[config.mk]
export PLATFORM = sky130hd
export DESIGN_NAME = assert_event_collector
export DESIGN_NICKNAME = d
export VERILOG_FILES = /design/src/rtl/assert_event_collector.sv
export SDC_FILE = /design/constraint.sdc
export NUM_CORES = 1
export LEC_CHECK = 0
export BUFFER_PORTS_ARGS = -buffer_cell sky130_fd_sc_hd__buf_2
export CAP_MARGIN = 20
export CORE_UTILIZATION = 45
export CTS_CLUSTER_DIAMETER = 150
export DETAILED_ROUTE_END_ITERATION = 8
export PLACE_DENSITY_LB_ADDON = 0.12
export SLEW_MARGIN = 20
export SYNTH_ARGS = -nofsm -noshare
export SYNTH_HDL_FRONTEND = slang
export SYNTH_SLANG_ARGS = --single-unit
[constraint.sdc]
create_clock -name clock -period 4.5 [get_ports clock]
set_clock_uncertainty 0.05 [all_clocks]
set_input_delay 0.225 -clock clock [delete_from_list [all_inputs] [get_ports clock]]
set_output_delay 0.225 -clock clock [all_outputs]
set_load 0.02 [all_outputs]
[src/rtl/assert_event_collector.sv]
// Collects assertion-monitor fire pulses into sticky per-source state.
// Fires are serialised into an event FIFO, and violations are counted with a stop threshold.
module assert_event_collector #(
    parameter int unsigned NUM_SRC     = 8,
    parameter int unsigned FIFO_DEPTH  = 4,
    parameter int unsigned STOP_THRESH = 1
) (
    input  logic                       clock,
    input  logic                       reset_n,
    input  logic                       enable,
    input  logic                       clear,
    input  logic [NUM_SRC-1:0]         fire,
    output logic                       evt_valid,
    input  logic                       evt_ready,
    output logic [$clog2(NUM_SRC)-1:0] evt_id,
    output logic [31:0]                evt_cycle,
    output logic [NUM_SRC-1:0]         pending,
    output logic [15:0]                total_count,
    output logic                       overflow,
    output logic                       stop_req
);

    localparam int unsigned ID_W  = $clog2(NUM_SRC);
    localparam int unsigned PTR_W = $clog2(FIFO_DEPTH);
    localparam int unsigned CNT_W = PTR_W + 1;
    localparam int unsigned POP_W = $clog2(NUM_SRC + 1);
    localparam logic [CNT_W-1:0] FULL_CNT = CNT_W'(FIFO_DEPTH);
    localparam logic [15:0]      THRESH   = 16'(STOP_THRESH);

    logic [31:0]        counter_q, counter_d;
    logic [NUM_SRC-1:0] pending_q, pending_d;
    logic [NUM_SRC-1:0] unq_q, unq_d;
    logic [15:0]        total_q, total_d;
    logic               ovf_q, ovf_d;
    logic               stop_q, stop_d;
    logic [PTR_W-1:0]   wr_ptr_q, wr_ptr_d;
    logic [PTR_W-1:0]   rd_ptr_q, rd_ptr_d;
    logic [CNT_W-1:0]   count_q, count_d;
    logic [ID_W-1:0]    mem_id_q [FIFO_DEPTH];
    logic [ID_W-1:0]    mem_id_d [FIFO_DEPTH];
    logic [31:0]        mem_cyc_q [FIFO_DEPTH];
    logic [31:0]        mem_cyc_d [FIFO_DEPTH];

    logic [NUM_SRC-1:0] fire_acc;
    logic [NUM_SRC-1:0] grant;
    logic [ID_W-1:0]    grant_id;
    logic [POP_W-1:0]   fire_pop;
    logic [16:0]        total_sum;
    logic [15:0]        total_sat;
    logic               full;
    logic               push;
    logic               pop;

    // Lowest-index unqueued source wins the single enqueue slot, unless the FIFO is full.
    always_comb begin
        fire_acc = fire & {NUM_SRC{enable}};
        full     = (count_q == FULL_CNT);
        grant    = full ? '0 : (unq_q & (~unq_q + NUM_SRC'(1)));
        push     = |grant;
        pop      = (count_q != '0) & evt_ready;
        grant_id = '0;
        fire_pop = '0;
        for (int unsigned i = 0; i < NUM_SRC; i++) begin
            if (grant[i]) begin
                grant_id = ID_W'(i);
            end
            fire_pop = fire_pop + POP_W'(fire_acc[i]);
        end
        total_sum = 17'(total_q) + 17'(fire_pop);
        total_sat = total_sum[16] ? 16'hFFFF : total_sum[15:0];
    end

    // Next state; clear discards same-cycle fires and flushes the FIFO but leaves the counter running.
    always_comb begin
        counter_d = counter_q + 32'd1;
        pending_d = pending_q;
        unq_d     = unq_q;
        total_d   = total_q;
        ovf_d     = ovf_q;
        stop_d    = stop_q;
        wr_ptr_d  = wr_ptr_q;
        rd_ptr_d  = rd_ptr_q;
        count_d   = count_q;
        mem_id_d  = mem_id_q;
        mem_cyc_d = mem_cyc_q;

        if (clear) begin
            pending_d = '0;
            unq_d     = '0;
            total_d   = '0;
            ovf_d     = 1'b0;
            stop_d    = 1'b0;
            wr_ptr_d  = '0;
            rd_ptr_d  = '0;
            count_d   = '0;
        end else begin
            pending_d = pending_q | fire_acc;
            unq_d     = (unq_q & ~grant) | fire_acc;
            ovf_d     = ovf_q | (|(fire_acc & unq_q & ~grant));
            total_d   = total_sat;
            stop_d    = stop_q | (total_sat >= THRESH);
            if (push) begin
                mem_id_d[wr_ptr_q]  = grant_id;
                mem_cyc_d[wr_ptr_q] = counter_q;
                wr_ptr_d            = wr_ptr_q + PTR_W'(1);
            end
            if (pop) begin
                rd_ptr_d = rd_ptr_q + PTR_W'(1);
            end
            case ({push, pop})
                2'b10:   count_d = count_q + CNT_W'(1);
                2'b01:   count_d = count_q - CNT_W'(1);
                default: count_d = count_q;
            endcase
        end
    end

    always_ff @(posedge clock) begin
        if (!reset_n) begin
            counter_q <= '0;
            pending_q <= '0;
            unq_q     <= '0;
            total_q   <= '0;
            ovf_q     <= 1'b0;
            stop_q    <= 1'b0;
            wr_ptr_q  <= '0;
            rd_ptr_q  <= '0;
            count_q   <= '0;
            for (int unsigned i = 0; i < FIFO_DEPTH; i++) begin
                mem_id_q[i]  <= '0;
                mem_cyc_q[i] <= '0;
            end
        end else begin
            counter_q <= counter_d;
            pending_q <= pending_d;
            unq_q     <= unq_d;
            total_q   <= total_d;
            ovf_q     <= ovf_d;
            stop_q    <= stop_d;
            wr_ptr_q  <= wr_ptr_d;
            rd_ptr_q  <= rd_ptr_d;
            count_q   <= count_d;
            mem_id_q  <= mem_id_d;
            mem_cyc_q <= mem_cyc_d;
        end
    end

    assign evt_valid   = (count_q != '0);
    assign evt_id      = mem_id_q[rd_ptr_q];
    assign evt_cycle   = mem_cyc_q[rd_ptr_q];
    assign pending     = pending_q;
    assign total_count = total_q;
    assign overflow    = ovf_q;
    assign stop_req    = stop_q;

endmodule

Yosys cells after proc, flatten, opt, wreduce, memory -nomap -nowiden
Cells that the tools add are included.
{"block": "classes", "add_sub_neg": 14, "order_cmp": 4, "n_eq_ne": 3, "mux": 22, "n_bitwise": 16, "n_reduce_logical": 7}
{"op": "bitwise mux 128 bit", "n": 1}
{"op": "2-to-1 mux 32 bit", "n": 3}
{"op": "binary-select mux 32 bit (select 2 bit)", "n": 1}
{"op": "demux 32 bit (select 2 bit)", "n": 1}
{"op": "bitwise AND 8 bit", "n": 5}
{"op": "adder 32 x 1 -> 32 bit (second input constant)", "n": 1}
{"op": "2-to-1 mux 3 bit", "n": 9}
{"op": "adder 16 x 4 -> 17 bit", "n": 1}
{"op": "adder 4 x 1 -> 4 bit", "n": 4}
{"op": ">= comparator 16 x 1 -> 1 bit (second input constant)", "n": 1}
{"op": "2-to-1 mux 16 bit", "n": 1}
{"op": "NOT 8 bit", "n": 2}
{"op": "OR 8 bit", "n": 2}
{"op": "OR reduction 8 bit", "n": 2}
{"op": "bitwise mux 12 bit", "n": 1}
{"op": "adder 8 x 1 -> 8 bit (second input constant)", "n": 1}
{"op": "2-to-1 mux 8 bit", "n": 1}
{"op": "binary-select mux 3 bit (select 2 bit)", "n": 1}
{"op": "demux 3 bit (select 2 bit)", "n": 1}
{"op": ">= comparator 3 bit (second input constant)", "n": 2}
{"op": "NOT 2 -> 3 bit", "n": 2}
{"op": "case mux 3 bit (2 select lines)", "n": 1}
{"op": "adder 2 x 1 -> 2 bit (second input constant)", "n": 2}
{"op": "adder 3 x 1 -> 4 bit", "n": 1}
{"op": "other kinds (17)", "n": 19}
{"block": "totals", "reg_bits": 213, "in_bits": 13, "out_inout_bits": 62, "wordCells": 83}

Logic depth before layout (Yosys ltp)
Gate-level depths: netlist of run 1.
{"block": "depth", "depth_word": 12, "mapped_depth": 17, "mapped_depth_nobuf": 16}

Worst setup path after synthesis of run 1
Ideal clock, no wire load.
{"block": "synth_timing", "kind": "input-to-reg", "from": "input enable", "to": "register total_q[10], in the netlist total_count[10]", "setup_time_ns": 0.070, "arrival_ns": 4.036, "required_ns": 4.380, "slack_ns": 0.344, "path_stages": 16, "n_path_buf": 2, "cell_sequence": "clkbuf_1 and2_1 fa_1 inv_1 fa_1 inv_1 fa_1 fa_1 inv_1 fa_1 nand2b_1 a21oi_2 nand2_1 or2_1 buf_2 a21oi_1"}
{"block": "synth_via", "elab_chain_cells": 10}
{"element": "start, declared", "line_no": "10", "source": "input logic enable,"}
{"element": "bitwise AND 8 bit (*)", "line_no": "56", "source": "fire_acc = fire & {NUM_SRC{enable}};"}
{"element": "adder 1 x 1 -> 2 bit", "line_no": "67", "source": "fire_pop = fire_pop + POP_W'(fire_acc[i]);"}
{"element": "adder 2 x 1 -> 3 bit", "line_no": "67"}
{"element": "adder 3 x 1 -> 4 bit", "line_no": "67"}
{"element": "adder 4 x 1 -> 4 bit (3 in series)", "line_no": "67"}
{"element": "adder 4 x 1 -> 4 bit (*)", "line_no": "67"}
{"element": "adder 16 x 4 -> 17 bit (*)", "line_no": "69", "source": "total_sum = 17'(total_q) + 17'(fire_pop);"}
{"element": "2-to-1 mux 16 bit (*)", "line_no": "70", "source": "total_sat = total_sum[16] ? 16'hFFFF : total_sum[15:0];"}
{"element": "end signal, assigned", "line_no": "137", "source": "total_q <= total_d;"}
{"element": "end, declared", "line_no": "33", "source": "logic [15:0] total_q, total_d;"}
Mark *: on every way between the ends. The rest lies on a longest branch, timed or not.
A chain may end at the register's enable or synchronous reset.

Final worst setup path of run 1
{"block": "layout_timing", "from": "input fire[0]", "to": "register total_q[4], in the netlist total_count[4]"}
{"block": "layout_via", "elab_chain_cells": 10}
{"element": "start, declared", "line_no": "12", "source": "input logic [NUM_SRC-1:0] fire,"}
{"element": "bitwise AND 8 bit", "line_no": "56"}
{"element": "adder 1 x 1 -> 2 bit", "line_no": "67"}
{"element": "adder 2 x 1 -> 3 bit", "line_no": "67"}
{"element": "adder 3 x 1 -> 4 bit", "line_no": "67"}
{"element": "adder 4 x 1 -> 4 bit (4 in series)", "line_no": "67"}
{"element": "adder 16 x 4 -> 17 bit", "line_no": "69"}
{"element": "2-to-1 mux 16 bit", "line_no": "70"}
Every way passes these cells.

==> results by group, run 1 <==
Synth
  • Cell variety after synth: between 50 and 60
  • Mapped cell area: 0.00986 mm2
  • Post-synth EDFFs: 0
  • Sequential share of the synthesized area: 0.432
  • Area share of the largest cell type after synthesis: 0.432
  • Area leader, netlist: dfxtp_1
  • Flops & latches, synth: 213
  • Syn Area/Cell: 9.00 um2
  • Synth cell count leaders: 311 x nand2_1, 213 x dfxtp_1, 124 x a21boi_1
  • Cell with the most instances after synthesis: nand2_1
  • Synth warn: 0
  • Post-Syn Nets: 1,126
  • Dominant cells by area after synthesis: dfxtp_1 43%, nand2_1 12%, a21boi_1 9.4%
  • Asr flop ratio synth: 0
  • Top FF cell, synth: dfxtp_1
  • Cells after Synth: 1,095

CTS
  • Clock tree buffer depth: 3
  • Root Buffer: clkbuf_16
  • Post_cts resized: 0
  • CTS tree: done
  • Sink Count: around 210
  • Clk slew on worst S/H paths: 0.06 ns
  • H-tree depth: 1
  • TritonCTS buffer count: 24
  • Skew-Pair Late Insertion Delay: 0.51 ns
  • Post-CTS setup buffers: 0

Detailed routing
  • Number of vias in the routed layout: 7,466
  • Final ANT Viol Nets: 0
  • DR iter-0 viols: 339
  • Avg WL per Cell: 16.1 um
  • DR DRC count: 0
  • WL final: around 23 mm
  • Drt pass-1 iters: 4
  • Routed vias/inst: 5.25

Floorplan
  • Die height: approximately 150 um
  • FP Rows: 53
  • Core Region: 0.0212 mm2
  • Chip width: 150 um
  • Initial Util: 0.465
  • Total die area: 0.0225 mm2
  • # IOs: 75

Timing
  • FMAX: ~240 MHz
  • Tcrit/Tclk final: 0.938
  • Final Max Slew Viols: 0
  • Setup TNS Final: 0 ns
  • Final setup margin: roughly 0.28 ns
  • Worst-margin pin slew: 1.01 ns
  • Relative max-transition margin: 0.324
  • Fin. Hold Viols: 0
  • Min Clock Period, post-route: 4.22 ns
  • Hold Slack: 0.0289 ns
  • RSZ-0062 raised after global routing: no
  • Final setup viols: 0

Power and ir drop
  • Pwr dens: 374 mW/mm2
  • Final Total Pwr: 0.00413 W
  • Leakage Power: 4.02 nW
  • Worst vdd ir: between 0.2 and 0.25 mV

Global routing
  • Total GRT Usage: 0.208
  • Maximum number of pins on one net before global-route repair: 117
  • Total congestion overflow: 0
  • Initial antenna violation count: 0
  • First-pass GRT wire length: 37.4 mm
  • Number of global-route vias before repair: 7,188

Place
  • Post-Place Worst Slack: 0.181 ns
  • Placed cells: 1,373
  • Placer Congestion: 0.813
  • Detailed placer's ending HPWL: between 10 and 15 mm
  • # port buffers: 74

Layout
  • Ratio of cells with drive above 1 in the final layout: 0.147
  • Synthesis-to-finish area growth: 11.9%
  • Fillers: around 2,000
  • Antenna diodes: 0
  • Final Non-Filler Cells: 1,423
  • Fin nets: approximately 1,200

Job
  • Max-cap violations: 0

Worst setup path
  • Arr. time, crit path: between 4 and 5 ns
  • Worst Setup End Kind: register
  • Crit path from: fire[0]
  • Worst setup SP type: primary input
  • Worst Path Required: 4.89 ns
  • CP Class: primary input to register
  • Worst R2R Start: total_count[0]
  • Crit Path Max Fanout: 13

Worst hold path
  • HP Class: primary input to register
  • Hold path start: enable

Run status
  • Status: finished clean
-- metrics by stage --
step                 util  area, um2
global placement    0.481      10200
global route        0.520      11000
finish              0.520      11000
CTS                 0.520      11000
detailed placement  0.481      10200
floorplan               -       9860
-- routing by layer --
metal / vias up / part of all wire / GRT usage
met5: - / 0 / 0
met4: 0 / 0.017 / 0.0475
met3: 27 / 0.035 / 0.0284
met2: 107 / 0.48 / 0.353
met1: 3589 / 0.47 / 0.281
li1: 3743 / - / -
-- worst max-delay path, cell delays in order --
cell and delay, ns:
dlygate4sd3_1 0.53, buf_2 0.12, nand2_1 0.07, inv_1 0.08
fa_1 0.50, inv_1 0.05, fa_1 0.53, inv_1 0.06
fa_1 0.57, fa_1 0.21, inv_1 0.06, fa_1 0.39
nand2b_1 0.17, a21oi_2 0.20, nand2_1 0.19, or2_1 0.46
a21oi_1 0.20
-- worst paths after layout --
| check | end | slack (ns) | cells after the start |
|---|---|---|---|
| max | total_count[4] | 0.28 | 17 |
| min | unq_q[6] | 0.03 | 3 |
| max reg2reg | total_count[4] | 0.45 | 13 |
| min reg2reg | mem_cyc_q[7] | 0.40 | 2 |
-- what timing repair did --
action,in CTS,in global routing
endpoints found under the setup margin,0,0
hold buffers,7,0
hold endpoints to repair,7,0
-- power breakdown --
part	switching [W]	internal, W
sequential	0.0000262	0.00191
clock	0.000758	0.00114
combinational	0.000181	0.000115
total	0.000965	0.00316
-- cells in the final DEF, fill, tap and decap left out, types with 9 or more instances in the layout --
| cell type | instances |
|---|---|
| buf_4 | 9 |
| dfxtp_1 | 211 |
| a21boi_1 | 124 |
| xor2_1 | 15 |
| xnor2_1 | 25 |
| ha_1 | 12 |
| clkbuf_16 | 25 |
| mux4_2 | 35 |
| a21boi_0 | 24 |
| o21ai_0 | 18 |
| nand3_1 | 18 |
| inv_1 | 26 |
| nand2_1 | 311 |
| nor2_1 | 45 |
| or3_1 | 10 |
| and2_1 | 31 |
| clkbuf_1 | 11 |
| a21oi_1 | 30 |
| buf_2 | 73 |
-- flip-flops by register name, summed over array words and instances, names as in the netlist --
name	count
count_q	3
unq_q	8
wr_ptr_q	2
counter_q	32
mem_cyc_q	128
total_count	16
rd_ptr_q	2
pending	8
stop_req	1
overflow	1
mem_id_q	12
-- cells by family after synthesis --
logic type,synth area share
buf+inv,0.0543
xor+xnor,0.0355
fa+ha+maj,0.0274
simple gates,0.211
flops,0.432
mux,0.0840
compound gates,0.155
-- final cells by class --
class | instances | area, um2 | area share
Clock buffer | 40 | 722 | 0.0654
Clock inverter | 3 | 40.0 | 0.00363
Inverter | 26 | 97.6 | 0.00884
Multi-Input combinational cell | 777 | 5060 | 0.459
Sequential cell | 213 | 4270 | 0.387
Tap cell | 275 | 344 | 0.0312
Timing Repair Buffer | 89 | 503 | 0.0456
Note: power is estimated with default switching activity, not from simulation.
==> run 2, diff against run 1 <==
--- a/config.mk
+++ b/config.mk
@@ -10,7 +10,7 @@
 export CORE_UTILIZATION = 45
 export CTS_CLUSTER_DIAMETER = 150
 export DETAILED_ROUTE_END_ITERATION = 8
-export PLACE_DENSITY_LB_ADDON = 0.12
+export PLACE_DENSITY = 0.67
 export SLEW_MARGIN = 20
 export SYNTH_ARGS = -nofsm -noshare
 export SYNTH_HDL_FRONTEND = slang
==> results by group, run 2 (synthesized netlist as in run 1, its figures left out) <==
Worst setup path
  • Worst setup SP type: primary input
  • Arr. time, crit path: 4.59 ns
  • Crit Path Max Fanout: 13
  • Worst-path cell chain: dlygate4sd3_1 > buf_2 > nand2_1 > inv_1 > fa_1 > inv_1 > fa_1 > inv_1 > fa_1 > fa_1 > inv_1 > fa_1 > nand2b_1 > a21oi_2 > nand2_1 > or2_2 > a21oi_1
  • CP bufs+invs: 6
  • Worst Path Required: 4.89 ns
  • Crit-path slowest cell: fa_1
  • Worst Setup End Kind: register
  • Most used cell, CP: fa_1
  • Worst path max stage delay: 0.56 ns
  • Top delay family on crit path: adder cells
  • CP Class: primary input to register

Power and ir drop
  • Sequential share of power: 0.471
  • Comb pwr share: 0.072
  • Pwr dens: approximately 370 mW/mm2
  • Leakage Power: approximately 4.0 nW
  • Psw: around 0.00095 W
  • Int Pwr: 0.00314 W
  • Worst vdd ir: between 0.3 and 0.4 mV
  • Final Total Pwr: just over 0.004 W
  • Switching portion of total power: 0.233
  • Clock share of power: 0.457

Global routing
  • First-pass GRT wire length: 36.6 mm
  • Total congestion overflow: 0
  • Initial antenna violation count: 0
  • Top Usage Layer GRT: met2
  • Maximum number of pins on one net before global-route repair: 104
  • Met2 Use GR: 0.342
  • Number of global-route vias before repair: 7,073
  • Total GRT Usage: 0.203
  • M1 GR Usage: 0.270
  • GRT met3 Usage: 0.0293

Layout
  • Ratio of cells with drive above 1 in the final layout: 0.150
  • Antenna diodes: 0
  • Most frequent cells in the layout: 311 x nand2_1, 211 x dfxtp_1, 124 x a21boi_1, 73 x buf_2, 45 x nor2_1
  • Largest Register: mem_cyc_q
  • Synthesis-to-finish area growth: 11.8%
  • Fin nets: 1,161
  • Most common cell after layout, fill and taps aside: nand2_1
  • Max reg flops: 128

CTS
  • Clk slew on worst S/H paths: 0.06 ns
  • Post-CTS setup buffers: 0
  • Sink Count: 213
  • H-tree depth: 1
  • Root Buffer: clkbuf_16
  • Clock tree buffer depth: 3
  • TritonCTS buffer count: 24
  • Skew-Pair Late Insertion Delay: a little over 0.5 ns
  • CTS tree: done

Worst hold path
  • HP Class: primary input to register

Floorplan
  • Initial Util: 0.465
  • # IOs: 75
  • Die height: 150 um
  • Total die area: between 0.02 and 0.025 mm2
  • Core Region: between 0.02 and 0.025 mm2
  • Chip width: between 150 and 200 um
  • FP Rows: 53

Place
  • Placer Congestion: 0.809
  • Detailed placer's ending HPWL: about 13 mm
  • Post-Place Worst Slack: approximately 0.24 ns
  • # port buffers: 74

Timing
  • Relative max-transition margin: 0.337
  • Min Clock Period, post-route: 4.20 ns
  • Final setup viols: 0
  • Final setup margin: approximately 0.30 ns
  • Worst-margin pin slew: 0.994 ns
  • RSZ-0062 raised after global routing: no
  • FMAX: 238 MHz
  • Setup TNS Final: 0 ns
  • Tcrit/Tclk final: 0.933
  • Final Max Slew Viols: 0
  • Fin. Hold Viols: 0

Detailed routing
  • Avg WL per Cell: roughly 16 um
  • Number of vias in the routed layout: 7,527
  • Drt pass-1 iters: 4
  • DR iter-0 viols: 432
  • Routed vias/inst: about 5.3
  • WL final: approximately 22 mm
  • DR DRC count: 0
  • Final ANT Viol Nets: 0

Run status
  • Status: finished clean

Job
  • Max-cap violations: 0
-- run 2: area by class of cell --
| cell class | instances | area, um2 |
|---|---|---|
| fillers | 2006 | 10200 |
| multi-input cells | 777 | 5060 |
| flip-flops and latches | 213 | 4270 |
| clock buffers | 38 | 744 |
| repair buffers | 88 | 495 |
| well taps | 275 | 344 |
| inverters | 26 | 97.6 |
| clock inverters | 2 | 12.5 |
-- run 2: stage by stage --
stage	hold WS (ns)	instances	instance area [um2]	utilization
floorplan	0.320	1095	9860	-
global placement	0.387	1372	10200	0.480
detailed placement	0.391	1372	10200	0.480
CTS	0.0200	1419	11000	0.519
global route	0.0363	1419	11000	0.520
finish	0.0360	1419	11000	0.520
-- run 2: worst reg2reg max path: cells and delay by family (launching register included) --
kind            cells  cell delay [ns]
fa+ha+maj           5             2.21
flops               1             0.32
buf+inv             3             0.15
compound gates      2             0.39
simple gates        3             0.82
-- run 2: power groups by stage --
stage / Sequential (W) / Clock (W) / Combinational, W
floorplan: 0.00197 / 0 / 0.000218
global placement: 0.00197 / 0 / 0.000287
detailed placement: 0.00197 / 0 / 0.000289
CTS: 0.00193 / 0.00191 / 0.000299
global route: 0.00193 / 0.00200 / 0.000333
finish: 0.00193 / 0.00187 / 0.000295
-- run 2: final timing paths --
| check | end | slack, ns | startpoint | cells past startpoint |
|---|---|---|---|---|
| hold / removal | unq_q[6] | 0.04 | enable | 3 |
| hold reg to reg | mem_cyc_q[10] | 0.40 | mem_cyc_q[10] | 2 |
| setup reg to reg | total_count[1] | 0.48 | total_count[0] | 13 |
| setup / recovery | total_count[1] | 0.30 | fire[0] | 17 |
-- run 2: timing repair --
action / 4_1_cts / 5_1_grt
endpoints found under the hold margin: 7 / 0
hold buffers: 7 / 0
setup endpoints to repair: 0 / 1
gates resized for setup: 0 / 1
-- run 2: per-layer routing --
metal / share of wire / vias up
li1: - / 3729
met1: 0.46 / 3627
met2: 0.48 / 137
met3: 0.039 / 34
met4: 0.017 / 0
met5: 0 / -
